## config.mk

```make
export PLATFORM = sky130hd
export DESIGN_NAME = lp_scan
export DESIGN_NICKNAME = d
export VERILOG_FILES = /design/src/rtl/lp_scan.sv
export SDC_FILE = /design/constraint.sdc
export NUM_CORES = 1
export LEC_CHECK = 0
export CAP_MARGIN = 20
export CORE_MARGIN = 2
export CORE_UTILIZATION = 48
export DETAILED_ROUTE_END_ITERATION = 16
export GPL_TIMING_DRIVEN = 0
export PLACE_DENSITY_LB_ADDON = 0.25
export SLEW_MARGIN = 40
export SYNTH_ARGS = -nofsm -noshare
export SYNTH_HDL_FRONTEND = slang
export SYNTH_SLANG_ARGS = --single-unit
```

## constraint.sdc

```tcl
create_clock -name clk -period 2.4 [get_ports clk]
set_input_delay 0.48 -clock clk [delete_from_list [all_inputs] [get_ports clk]]
set_output_delay 0.48 -clock clk [all_outputs]
set_load 0.02 [all_outputs]
```

## src/rtl/lp_scan.sv

```systemverilog
// lp_scan: registered low-priority scanner.
//
// Captures a W-bit request vector and presents every set bit, lowest index first, one index per
// y_valid/y_ready handshake. A vector with a single set bit behaves like a plain low-priority
// encoder with one cycle of latency.
//
// Parameters:
//   W   request vector width (2..64)
//   IW  index width, must equal $clog2(W)
//
// Ports:
//   clk       rising-edge clock
//   rst_n     synchronous active-low reset
//   i         request vector, captured when in_valid && in_ready
//   in_valid  i is valid this cycle
//   in_ready  block is idle and can accept a vector (decoded from state only)
//   y         index of the current lowest set bit (0 when idle)
//   y_valid   y is valid
//   y_ready   consumer accepts y this cycle
//   last      y is the final set bit of the captured vector
//   busy      scan in progress
//   empty     one-cycle pulse after an all-zero vector is accepted
//   cnt       (LP_SCAN_COUNT_EN only) indices remaining, including the current y
//
// Optional feature macro: LP_SCAN_COUNT_EN adds the cnt output; last is then taken from cnt == 1
// instead of the single-bit test on the mask.

module lp_scan #(
  parameter int unsigned W  = 8,
  parameter int unsigned IW = 3
) (
  input  logic          clk,
  input  logic          rst_n,
  input  logic [W-1:0]  i,
  input  logic          in_valid,
  output logic          in_ready,
  output logic [IW-1:0] y,
  output logic          y_valid,
  input  logic          y_ready,
  output logic          last,
  output logic          busy,
`ifdef LP_SCAN_COUNT_EN
  output logic [IW:0]   cnt,
`endif
  output logic          empty
);

  if ((int'(IW) != $clog2(W)) || (W < 2) || (W > 64)) begin : g_param_check
    $fatal(1, "lp_scan: illegal parameters, need 2 <= W <= 64 and IW == clog2(W)");
  end

  typedef enum logic [0:0] {StIdle, StScan} state_e;

  state_e        r_state, w_state_d;
  logic [W-1:0]  r_mask, w_mask_d;
  logic [IW-1:0] r_y, w_low;
  logic          r_last, w_last_d;
  logic          r_empty, w_empty_d;

  // Next-state: the mask is the only real state besides the FSM; outputs are recomputed from the
  // next mask so that they are registered yet still track it exactly.
  always_comb begin
    w_state_d = r_state;
    w_mask_d  = r_mask;
    w_empty_d = 1'b0;
    unique case (r_state)
      StIdle: begin
        if (in_valid) begin
          if (i != '0) begin
            w_mask_d  = i;
            w_state_d = StScan;
          end else begin
            w_empty_d = 1'b1;
          end
        end
      end
      StScan: begin
        if (y_ready) begin
          w_mask_d = r_mask & ~(W'(1) << r_y);
          if (r_last) begin
            w_state_d = StIdle;
          end
        end
      end
      default: w_state_d = StIdle;
    endcase
  end

  // Lowest set bit of the next mask; scanning downward lets the lowest index win. Yields 0 for an
  // empty mask, which is the idle value of y.
  always_comb begin
    w_low = '0;
    for (int k = W - 1; k >= 0; k--) begin
      if (w_mask_d[k]) begin
        w_low = IW'(k);
      end
    end
  end

`ifdef LP_SCAN_COUNT_EN
  logic [IW:0] r_cnt, w_cnt_d, w_pop;

  always_comb begin
    w_pop = '0;
    for (int k = 0; k < W; k++) begin
      w_pop = w_pop + (IW+1)'(i[k]);
    end
  end

  always_comb begin
    w_cnt_d = r_cnt;
    if ((r_state == StIdle) && in_valid) begin
      w_cnt_d = w_pop;
    end else if ((r_state == StScan) && y_ready) begin
      w_cnt_d = r_cnt - (IW+1)'(1);
    end
  end

  assign w_last_d = (w_cnt_d == (IW+1)'(1));

  always_ff @(posedge clk) begin
    if (!rst_n) begin
      r_cnt <= '0;
    end else begin
      r_cnt <= w_cnt_d;
    end
  end

  assign cnt = r_cnt;
`else
  // Exactly one bit set: nonzero and clearing the lowest set bit leaves nothing.
  assign w_last_d = (w_mask_d != '0) && ((w_mask_d & (w_mask_d - W'(1))) == '0);
`endif

  always_ff @(posedge clk) begin
    if (!rst_n) begin
      r_state <= StIdle;
      r_mask  <= '0;
      r_y     <= '0;
      r_last  <= 1'b0;
      r_empty <= 1'b0;
    end else begin
      r_state <= w_state_d;
      r_mask  <= w_mask_d;
      r_y     <= w_low;
      r_last  <= (w_state_d == StScan) && w_last_d;
      r_empty <= w_empty_d;
    end
  end

  assign in_ready = (r_state == StIdle);
  assign y_valid  = (r_state == StScan);
  assign busy     = (r_state == StScan);
  assign y        = r_y;
  assign last     = r_last;
  assign empty    = r_empty;

endmodule

```

Word level (Yosys, flattened, before mapping)
Index checks and enable logic that the tools add are counted.

cells by class
  add/sub/neg operators = 1
  mux-type cells = 17
  shifts and indexed selects = 1
  eq/ne operators = 0
  $lt $le $gt $ge = 0
  divide/modulo/power cells = 0
  bitwise logic cells = 6
  $mul = 0
  reductions and logical operators = 9

operator list
  cell                   count
  $mux W8                3
  $and A8 B8 Y8          2
  $pmux W8 S2            1
  $reduce_bool A8 Y1     2
  $mux W3                4
  $logic_not A8 Y1       1
  $not A8 Y8             1
  $shl A1 B3 Y8 const A  1
  $sub A8 B1 Y8 const B  1
  $mux W1                6
  $reduce_or A3 Y1       2
  $reduce_or A5 Y1       1
  $mux W2                2
  $not A1 Y1             3
  $logic_and A1 B1 Y1    2
  $pmux W1 S2            1
  $reduce_or A2 Y1       1

word-level totals
  output and inout bits = 8
  memories kept = 0
  RAM bits = 0
  input port bits = 12
  latch bits = 0
  bits in registers = 14
  bits in read-only memories = 0

Depth between registers and ports, before layout
  depth after elaboration = 12
  depth in mapped cells = 7
  mapped depth without buffers = 6

Least setup slack after synthesis
No wires, ideal clock.

  kind = input port to flip-flop
  start point = input port i[4]
  end point = register r_last, in the netlist last
  slack = 0.497 ns
  path buffers = 0
  stages on the path = 6
  arrival time = 1.776 ns
  library setup time = 0.127 ns
  cells stage by stage = nor4_4 -> a21oi_4 -> a211oi_4 -> maj3_2 -> a2bb2oi_1 -> a211oi_2

on the way
  word-level cells in the longest chain between the ends = 9
  elaborated cells on any way between the ends = 13
  classes of those cells = add/sub (1); mux (6); bitwise (1); reduce/logical (5)

RTL lines
  item                     line  text
  start, declared          34    input logic [W-1:0] i,
  $reduce_bool A8 Y1       69    if (i != '0) begin
  $mux W8                  69
  $mux W8                  68    if (in_valid) begin
  $pmux W8 S2              66    unique case (r_state)
  $sub A8 B1 Y8            132   assign w_last_d = (w_mask_d != '0) && ((w_mask_d & (w_mask_d - W'(1))) == '0);
  $and A8 B8 Y8            132
  $logic_not A8 Y1         132
  $logic_and A1 B1 Y1      132
  $logic_and A1 B1 Y1 (*)  146   r_last <= (w_state_d == StScan) && w_last_d;
  end signal, assigned     146
  end, declared            57    logic r_last, w_last_d;

Every way passes the cells marked *; elsewhere a longest branch is shown, timed or not.
A chain may end at the register's enable or synchronous reset.

Worst setup path after layout
  start point = input port i[5]
  end point = register r_last, in the netlist last

The elaborated chain is that of the path after synthesis.

==> metrics <==
status finished, final reports clean; cell internal pwr 404.5 uW; Seq cells post-synth 14; antenna violations before repair 0; Mapped Cells 93; Die W 46.32 um; worst r2r src busy; I/O Pins 20; Congestion Overflow GR 0; RSZ-0062 raised after global routing no; die height 46.32 um; port bufs 19; leakage 0.0003936 uW; DRT Pass-1 Iters 4; Worst Hold Slack 0.5225 ns; largest cells by area after synthesis dfxtp_1 33%, a211oi_4 7.0%, nor4_4 4.9%; H-tree Lvls 1; CTS Sinks 14; core area 0.001708 sq mm; crit path capture type flip-flop; hold depth 1; area delta synth->final 30.28%; number of global-route vias before repair 699; vias per cell 5.638; vias 795; Worst R2R Path Depth 7; CTS tree built; DPL Wire Length 1553 um; Seq/Total Area, Yosys 32.61%; leading register cell type out of synthesis dfxtp_1; Ys Warns 0; switching fraction of total power 32.74%; power share of the clock group 21.5%; Antenna Nets Post-Route 0; drt wl/cell 13.70 um; Routed WL 1932 um; fin crit share 97.14%; Worst EP arrival 2.49 ns; sequential cell fraction of total power 44.0%; Worst Hold End busy; Slew Limit Fails 0; GP Congestion 0.7579; design area 0.001120 sq mm; Max clock buf depth 2; Root Buffer Master clkbuf_4; layout cell share with drive strength beyond 1 17.24%; die area 0.002145 sq mm; r2r setup slk 0.46 ns; Synthesized Nets 105; Critical R2R Capture last; first-pass GRT wire length 3063 um; asr flop ratio synth 0%; crit path time final 2.331 ns; ant diodes 0; Max IR drop VDD 0.3644 mV; CP Class primary input to flip-flop; P_sw 196.9 uW; CTS Hold Buffers Added 0; combinational share of power 34.6%; final setup fails 0; Hold Startpoint last; Mapped Area 859.6 sq um; Total GRT Usage 20.76%; initial drt markers 16; clk_lat worst skew 0.28 ns; final hold viol count 0; Syn Area/Cell 9.243 sq um; dominant cell type by area after synthesis dfxtp_1; area of placed instances 0.001081 sq mm; EDFF count, synth 0; Num CTS Buffers 3; # rows 15; cell area power density 537.0 mW/mm^2; DRC viols 0; fmax 428.9 MHz; Critical Path RT 2.56 ns; Critical Path Start Type primary input; post-synth top area share 32.61%; Initial Util 50.33%; maximum fanout along the worst path 6; Yosys cell types 38; Slew headroom 61.90%; clock skew 0.005629 ns; Min-Delay Path Class flip-flop to flip-flop; Worst-path clk slew 0.07 ns; slew of the pin with the lowest slew margin 0.5680 ns; Max Cap Viol 0; pin count of the biggest net entering global routing 10; Layout Nets 130
[sequential cells by signal, indices dropped and copies added (netlist names)]
| name | cells |
|---|---|
| r_mask | 8 |
| y | 3 |
| busy | 1 |
| empty | 1 |
| last | 1 |
[metrics by stage]
step,cells,setup slack [ns],utilization (%),TNS [ns],total power (uW)
4_1_cts,140,0.09592,64.62,0,605.2
3_3_place_gp,137,-0.2583,63.30,-0.7289,471.5
6_report,141,0.06859,65.57,0,601.4
5_1_grt,141,0.004992,65.57,0,635.3
2_1_floorplan,93,0.4973,-,0,398.7
3_5_place_dp,137,-0.3492,63.30,-1.116,475.5
[per-layer routing]
metal  part of all wire [%]  track usage [%]  vias to the layer above  wire length, um
li1                       -                -                      393                -
met1                     46            27.03                      368              886
met2                     48            33.61                       29              918
met3                    4.3            1.176                        5               83
met4                    2.2            12.00                        0               43
met5                      0                0                        -                0
[worst max-delay path by stage]
stage	slack, ns	from	to	cells past startpoint
floorplan	0.50	i[4]	last	6
global placement	-0.26	i[2]	last	7
detailed placement	-0.35	i[2]	last	7
CTS	0.1	i[2]	last	7
global route	0.005	i[5]	last	7
finish	0.07	i[5]	last	7
[kinds of logic (layout without fill, tap and decap cells)]
kind of cell	Yosys count	after routing	synth area share [%]
AO/OA/AOI/OAI	30	30	30.86
adder cells (fa/ha/maj)	1	1	1.310
flip-flops	14	14	32.61
XOR/XNOR	1	1	1.019
AND/OR/NAND/NOR	42	42	31.44
buffers and inverters	5	28	2.765
[cell usage in the layout (no fill, tap or decap), types with 2 or more instances in the layout]
cell             synthesis  final
buf_4                    1      2
nand2b_1                 2      2
and2_1                   4      4
a211oi_4                 3      3
dfxtp_1                 14     14
clkdlybuf4s50_1          0     18
nand2_1                 11     11
o22ai_1                  3      3
inv_1                    3      3
nor2_1                   6      6
a21oi_1                  6      6
nor3_1                   6      6
o21ai_0                  5      4
and3b_1                  2      2
nand3b_1                 2      2
clkbuf_4                 0      3
nor4_4                   2      2
[cells in the mapped netlist, drive strengths merged, types with 2 or more instances]
| master | count |
|---|---|
| nor3 | 6 |
| inv | 3 |
| o21ai | 7 |
| o22ai | 3 |
| and3b | 2 |
| nand2 | 11 |
| a21oi | 7 |
| nor2 | 6 |
| buf | 2 |
| and2 | 5 |
| dfxtp | 14 |
| a211oi | 5 |
| nand2b | 3 |
| nor4 | 4 |
| nand3b | 2 |
[worst max-delay path: stages]
cell	delay (ns)
clkdlybuf4s50_1	0.50
nor4_4	0.45
a21oi_4	0.19
a211oi_4	0.36
maj3_2	0.25
a2bb2oi_1	0.20
a211oi_2	0.06
[power groups by stage]
| stage | Clock, uW | Combinational (uW) | Sequential (uW) |
|---|---|---|---|
| final | 129 | 208 | 264 |
| after global routing | 144 | 225 | 266 |
| after CTS | 134 | 207 | 264 |
| after detailed placement | 0 | 206 | 269 |
| after global placement | 0 | 202 | 269 |
| after floorplan | 0 | 120 | 278 |
[final cells by class]
type / count / area [sq um]
fill: 156 / 588.1
multi-input combinational: 74 / 561.8
sequential: 14 / 280.3
timing repair buffer: 20 / 200.2
tap: 25 / 31.28
clock buffer: 3 / 22.52
buffer: 2 / 12.51
inverter: 3 / 11.26
[what timing repair did]
action / 4_1_cts / 5_1_grt
pin swaps: 0 / 1
setup endpoints to repair: 2 / 1
buffers inserted: 0 / 1
gates resized for setup: 1 / 2
hold endpoints to repair: 0 / 0
No activity file was read; power rests on OpenSTA's default activity.
